===== src/rtl/syscall_pkg.sv =====
// Shared constants and types for the syscall sequencer: service codes, register
// numbers, FSM state encoding and the service decoder.
package syscall_pkg;

  localparam int unsigned SYS_OP_LENGTH     = 4;
  localparam int unsigned SYSCALL_PRINT_INT = 1;
  localparam int unsigned SYSCALL_INPUT_INT = 5;
  localparam int unsigned SYSCALL_EXIT      = 10;
  localparam int unsigned REG_V0            = 2;
  localparam int unsigned DataW             = 32;
  localparam int unsigned RegAddrW          = 5;

  typedef enum logic [2:0] {
    StIdle   = 3'd0,
    StPrint  = 3'd1,
    StRead   = 3'd2,
    StWb     = 3'd3,
    StDone   = 3'd4,
    StHalted = 3'd5
  } state_e;

  typedef enum logic [1:0] {
    SvcPrint,
    SvcInput,
    SvcExit,
    SvcIllegal
  } svc_e;

  function automatic svc_e decode_svc(input logic [31:0] op);
    svc_e svc;
    if (op == 32'(SYSCALL_PRINT_INT)) begin
      svc = SvcPrint;
    end else if (op == 32'(SYSCALL_INPUT_INT)) begin
      svc = SvcInput;
    end else if (op == 32'(SYSCALL_EXIT)) begin
      svc = SvcExit;
    end else begin
      svc = SvcIllegal;
    end
    return svc;
  endfunction

endpackage


===== src/rtl/syscall_timer.sv =====
// Saturating console-handshake wait counter. Expires when the count reaches
// TIMEOUT_CYC-1; a TIMEOUT_CYC of 0 never expires.
module syscall_timer #(
  parameter int unsigned TIMEOUT_CYC = 1024
) (
  input  logic clk,
  input  logic rst_n,
  input  logic clr_i,
  input  logic en_i,
  output logic expire_o
);

  localparam int unsigned CntW = (TIMEOUT_CYC == 0) ? 1 : $clog2(TIMEOUT_CYC + 1);
  localparam logic [CntW-1:0] CntMax  = CntW'(TIMEOUT_CYC);
  localparam logic [CntW-1:0] CntLast = CntW'((TIMEOUT_CYC == 0) ? 0 : TIMEOUT_CYC - 1);
  localparam bit TimeoutOn = (TIMEOUT_CYC != 0);

  logic [CntW-1:0] cnt_q, cnt_d;

  always_comb begin
    cnt_d = cnt_q;
    if (clr_i) begin
      cnt_d = '0;
    end else if (en_i && (cnt_q != CntMax)) begin
      cnt_d = cnt_q + CntW'(1);
    end
  end

  always_ff @(posedge clk or negedge rst_n) begin
    if (!rst_n) begin
      cnt_q <= '0;
    end else begin
      cnt_q <= cnt_d;
    end
  end

  assign expire_o = TimeoutOn && (cnt_q == CntLast);

endmodule


===== src/rtl/syscall_ctrl.sv =====
// Multi-cycle syscall sequencer: freezes the pipeline while a SYSCALL in EX runs
// its console service, writes $v0 for input services and halts the core on exit.
module syscall_ctrl
  import syscall_pkg::*;
#(
  parameter int unsigned SYS_OP_W    = SYS_OP_LENGTH,
  parameter int unsigned TIMEOUT_CYC = 1024
) (
  input  logic                clk,
  input  logic                rst_n,
  input  logic                syscall_valid_i,
  input  logic [SYS_OP_W-1:0] sys_op_i,
  input  logic [DataW-1:0]    arg_i,
  output logic                stall_o,
  output logic                out_valid_o,
  output logic [DataW-1:0]    out_data_o,
  input  logic                out_ready_i,
  output logic                in_ready_o,
  input  logic                in_valid_i,
  input  logic [DataW-1:0]    in_data_i,
  output logic                rf_we_o,
  output logic [RegAddrW-1:0] rf_waddr_o,
  output logic [DataW-1:0]    rf_wdata_o,
  output logic                halt_o,
  output logic                err_bad_op_o,
  output logic                err_timeout_o
);

  state_e           state_q;
  logic             out_valid_q, in_ready_q, rf_we_q, halt_q;
  logic             err_bad_op_q, err_timeout_q;
  logic [DataW-1:0] out_data_q, rf_wdata_q;
  logic             tmr_clr, tmr_en, tmr_expire;
  logic             out_hs, in_hs;
  svc_e             svc;

  assign svc    = decode_svc(32'(sys_op_i));
  assign out_hs = (state_q == StPrint) && out_ready_i;
  assign in_hs  = (state_q == StRead) && in_valid_i;

  // Entry to PRINT/READ is only ever from IDLE, so clearing there covers it.
  assign tmr_clr = (state_q == StIdle);
  assign tmr_en  = ((state_q == StPrint) && !out_hs) || ((state_q == StRead) && !in_hs);

  syscall_timer #(
    .TIMEOUT_CYC(TIMEOUT_CYC)
  ) u_timer (
    .clk     (clk),
    .rst_n   (rst_n),
    .clr_i   (tmr_clr),
    .en_i    (tmr_en),
    .expire_o(tmr_expire)
  );

  always_ff @(posedge clk or negedge rst_n) begin
    if (!rst_n) begin
      state_q       <= StIdle;
      out_valid_q   <= 1'b0;
      in_ready_q    <= 1'b0;
      rf_we_q       <= 1'b0;
      halt_q        <= 1'b0;
      err_bad_op_q  <= 1'b0;
      err_timeout_q <= 1'b0;
      out_data_q    <= '0;
      rf_wdata_q    <= '0;
    end else begin
      rf_we_q       <= 1'b0;
      err_bad_op_q  <= 1'b0;
      err_timeout_q <= 1'b0;
      case (state_q)
        StIdle: begin
          if (syscall_valid_i) begin
            case (svc)
              SvcPrint: begin
                state_q     <= StPrint;
                out_valid_q <= 1'b1;
                out_data_q  <= arg_i;
              end
              SvcInput: begin
                state_q    <= StRead;
                in_ready_q <= 1'b1;
              end
              SvcExit: begin
                state_q <= StHalted;
                halt_q  <= 1'b1;
              end
              default: begin
                state_q      <= StDone;
                err_bad_op_q <= 1'b1;
              end
            endcase
          end
        end
        StPrint: begin
          // A handshake in the expiry cycle wins over the timeout.
          if (out_hs) begin
            state_q     <= StDone;
            out_valid_q <= 1'b0;
          end else if (tmr_expire) begin
            state_q       <= StDone;
            out_valid_q   <= 1'b0;
            err_timeout_q <= 1'b1;
          end
        end
        StRead: begin
          if (in_hs) begin
            state_q    <= StWb;
            in_ready_q <= 1'b0;
            rf_we_q    <= 1'b1;
            rf_wdata_q <= in_data_i;
          end else if (tmr_expire) begin
            state_q       <= StWb;
            in_ready_q    <= 1'b0;
            rf_we_q       <= 1'b1;
            rf_wdata_q    <= '0;
            err_timeout_q <= 1'b1;
          end
        end
        StWb:     state_q <= StDone;
        StDone:   state_q <= StIdle;
        StHalted: state_q <= StHalted;
        default: begin
          state_q     <= StIdle;
          out_valid_q <= 1'b0;
          in_ready_q  <= 1'b0;
        end
      endcase
    end
  end

  // DONE leaves stall low for one cycle so the SYSCALL can move out of EX.
  assign stall_o = ((state_q == StIdle) && syscall_valid_i) ||
                   (state_q == StPrint) || (state_q == StRead) ||
                   (state_q == StWb) || (state_q == StHalted);

  assign out_valid_o   = out_valid_q;
  assign out_data_o    = out_data_q;
  assign in_ready_o    = in_ready_q;
  assign rf_we_o       = rf_we_q;
  assign rf_waddr_o    = RegAddrW'(REG_V0);
  assign rf_wdata_o    = rf_wdata_q;
  assign halt_o        = halt_q;
  assign err_bad_op_o  = err_bad_op_q;
  assign err_timeout_o = err_timeout_q;

endmodule


===== config.mk =====
export PLATFORM = sky130hd
export DESIGN_NAME = syscall_ctrl
export DESIGN_NICKNAME = d
export VERILOG_FILES = /design/src/rtl/syscall_pkg.sv /design/src/rtl/syscall_timer.sv /design/src/rtl/syscall_ctrl.sv
export SDC_FILE = /design/constraint.sdc
export NUM_CORES = 1
export LEC_CHECK = 0
export ABC_AREA = 0
export CAP_MARGIN = 0
export CORE_UTILIZATION = 44
export DETAILED_ROUTE_END_ITERATION = 8
export PLACE_DENSITY = 0.86
export SLEW_MARGIN = 15
export SYNTH_ARGS = -nofsm -noshare
export SYNTH_HDL_FRONTEND = slang
export SYNTH_SLANG_ARGS = --single-unit

===== constraint.sdc =====
create_clock -name clk -period 2.36 [get_ports clk]
set_clock_uncertainty 0.1 [all_clocks]
set_input_delay 0.59 -clock clk [delete_from_list [all_inputs] [get_ports clk]]
set_output_delay 0.59 -clock clk [all_outputs]
set_load 0.005 [all_outputs]

==> flow_summary.yaml <==
logic_synthesis:
  synth_edf_count: 0
  ys_ff_latch: 84
  ys_seq_area_frac: 0.558
  synth_fa_ha_area_frac: 0.00664
  synth-main-ff-cell: "dfrtp_1"
  synth_compound_area_frac: 0.129
  synth.avg_cell_area_um2: 14.0
  synthTopCellsByArea: "dfrtp_1 56%, mux2_4 12%, a22o_2 5.8%"
  synth_largest_area_cell: "dfrtp_1"
  netlist_instances: 270
  async_flop_share: 1.00
  yosysUniqueCellTypes: 46
  synth-xor-area-share: 0
  synth_top_family_by_area: "multiplexers"
  synthesis.area_um2: 3770
  muxShareOfSynthArea: 0.147
  synthSimpleGateAreaFrac: 0.104
  yosysWarnings: 0
  yosysTopAreaCellShare: 0.558
clock_tree:
  cts.path.max_buffers: 2
  cts_tree: "built"
  numCtsBuffers: 9
  clock_tree.root_cell: "clkbuf_8"
  clock-sinks: 84
  h-tree-depth: 3
  clk_pin_slew_worst_paths_ps: 90
  insertion_delay_ps: 340
global_route:
  grt_pass1_vias: 2834
  grt_use_total: 0.204
  grt_max_degree: 56
  grt_overflow: 0
  antenna_found_initial: 0
  grt_pass1_wl_um: 13900
routing:
  drc_errors: 0
  drt_iter0_drc: 182
  routed_via_density: 5.24
  drt_pass1_iterations: 5
  vias: 2782
  wl_per_cell_um: 17.0
  ant_nets: 0
  wirelength_um: 9020
critical_path:
  worstPathRequired_ps: 1670
  path_max_fanout: 2
  critPathLaunchType: "primary input"
  criticalPathCategory: "primary input to primary output"
  reg2reg_from: "state_q[2]"
  cp.arrival_ps: 1510
  crit_start: "syscall_valid_i"
  endpoint_kind: "primary output"
power_and_ir_drop:
  p_switching_w: 0.00163
  comb_power_share: 0.426
  internal_power_w: 0.00420
  clkPwrFrac: 0.164
  pwr_density_cell_nw_per_um2: 1060
  sequentialPowerShare: 0.410
  peakVddDrop_uv: 591
  switching_share: 0.280
  p_leak_nw: 2.37
placed_design:
  place_hpwl_um: 6530
  numPortBuffers: 143
  dp_slack_ps: -113
  routabilityCongestion: 0.787
  dp_cells: 515
timing:
  setup_viol: 0
  finalCritPeriodShare: 0.931
  whs_ps: 60.2
  rsz0062_at_grt: "false"
  setup_tns_ps: 0
  timing.fmax_mhz: 455
  layout_setup_ws_ps: 162
  hold_viol_final: 0
  min_period_ps: 2200
  slew_violations: 0
final_layout:
  area_delta_synth_final_pct: 45.5
  fill_cells: 595
  antennaDiodeCount: 0
  layoutNonFillerInstCount: 531
  drive_gt1_frac: 0.235
  fin_nets: 496
hold_path:
  min_path_type: "primary input to asynchronous set/reset pin"
job:
  drv_cap: 0
die:
  coreArea_um2: 8260
  die_y_um: 94.5
  dieArea_um2: 8940
  num_io_pins: 149
  start_util: 0.456
  die-width_um: 94.5
  num_rows: 33
outcome:
  status: "finished clean"
critical path, cell delays in order:
cell             delay (ps)
clkdlybuf4s50_1         480
nor2_1                   40
o21ai_0                 140
dlygate4sd2_1           250
layout by cell type, fill, tap and decap left out, types with 6 or more instances in the layout:
master,netlist,final
a22o_2,22,22
mux2i_1,8,8
nand3_1,6,6
nor2_1,6,6
nor4_1,6,6
clkbuf_8,2,10
clkdlybuf4s50_1,0,141
a22o_1,10,10
mux2_4,30,30
inv_1,6,6
dfrtp_1,84,84
buf_4,7,12
nand2_1,14,14
logic make-up after synthesis:
| family | count (synthesis) |
|---|---|
| AOI/OAI and AO/OA | 55 |
| adders and majority gates | 2 |
| buffers and inverters | 26 |
| DFF | 84 |
| muxes | 40 |
| other | 2 |
| and+or+nand+nor | 61 |
metal layers:
| layer | global-route usage | wire, um |
|---|---|---|
| met5 | 0 | 0 |
| met3 | 0.0483 | 780 |
| met4 | 0.0644 | 53 |
| met1 | 0.247 | 3680 |
| met2 | 0.357 | 4510 |
stage by stage:
step                      total power (W)  instance area (um2)  utilization
final                             0.00583                 5480        0.664
after global routing              0.00617                 5480        0.664
after CTS                         0.00589                 5480        0.664
after detailed placement          0.00491                 5300        0.642
after global placement            0.00482                 5300        0.642
after floorplan                   0.00339                 3780            -
synth_stat cells (all sizes together), types with 3 or more instances:
cell type and n:
mux2i 8, a31o 3, nand4 3, nand2b 6, buf 16, nor3 6, inv 6, o21ai 6
nor4 7, mux2 32, dfrtp 84, nand2 15, nor3b 4, clkbuf 4, a22o 32, nand3 6
a21oi 3, nor2 6
layout make-up:
type                            count  area [um2]  share of cell area
Tap cell                          105         131              0.0240
Timing Repair Buffer              157        1570               0.286
Inverter                            6        22.5             0.00411
Clock inverter                      6        46.3             0.00845
Clock buffer                       10         138              0.0251
Sequential cell                    84        2100               0.383
Multi-Input combinational cell    163        1470               0.268
worst paths after layout:
check                                         to  slack, ps  cells after the start
worst max-delay path                     stall_o        160                      4
worst min-delay path              out_data_o[23]         60                      1
worst max register to register     out_data_o[1]        280                      5
worst min register to register            halt_o        400                      1
max in group asynchronous       u_timer.cnt_q[3]       1470                      2
min in group clk                          halt_o        400                      1
power groups by stage:
stage                     registers (W)  logic, W  clock network (W)
after floorplan                 0.00240  0.000994                  0
after global placement          0.00238   0.00244                  0
after detailed placement        0.00240   0.00251                  0
after CTS                       0.00239   0.00251           0.000979
after global routing            0.00246   0.00267            0.00104
final                           0.00239   0.00248           0.000955
sequential cells by signal, summed over array words and instances (netlist names):
name,count
err_bad_op_o,1
err_timeout_o,1
halt_o,1
in_ready_o,1
out_data_o,32
out_valid_o,1
rf_wdata_o,32
rf_we_o,1
state_q,3
u_timer.cnt_q,11
what timing repair did:
item                       CTS  global route
setup endpoints to repair    1             0
setup buffers                0             0
hold endpoints to repair     0             0
hold buffers                 0             0
resized for setup            1             0
Note: power is estimated with default switching activity, not from simulation.
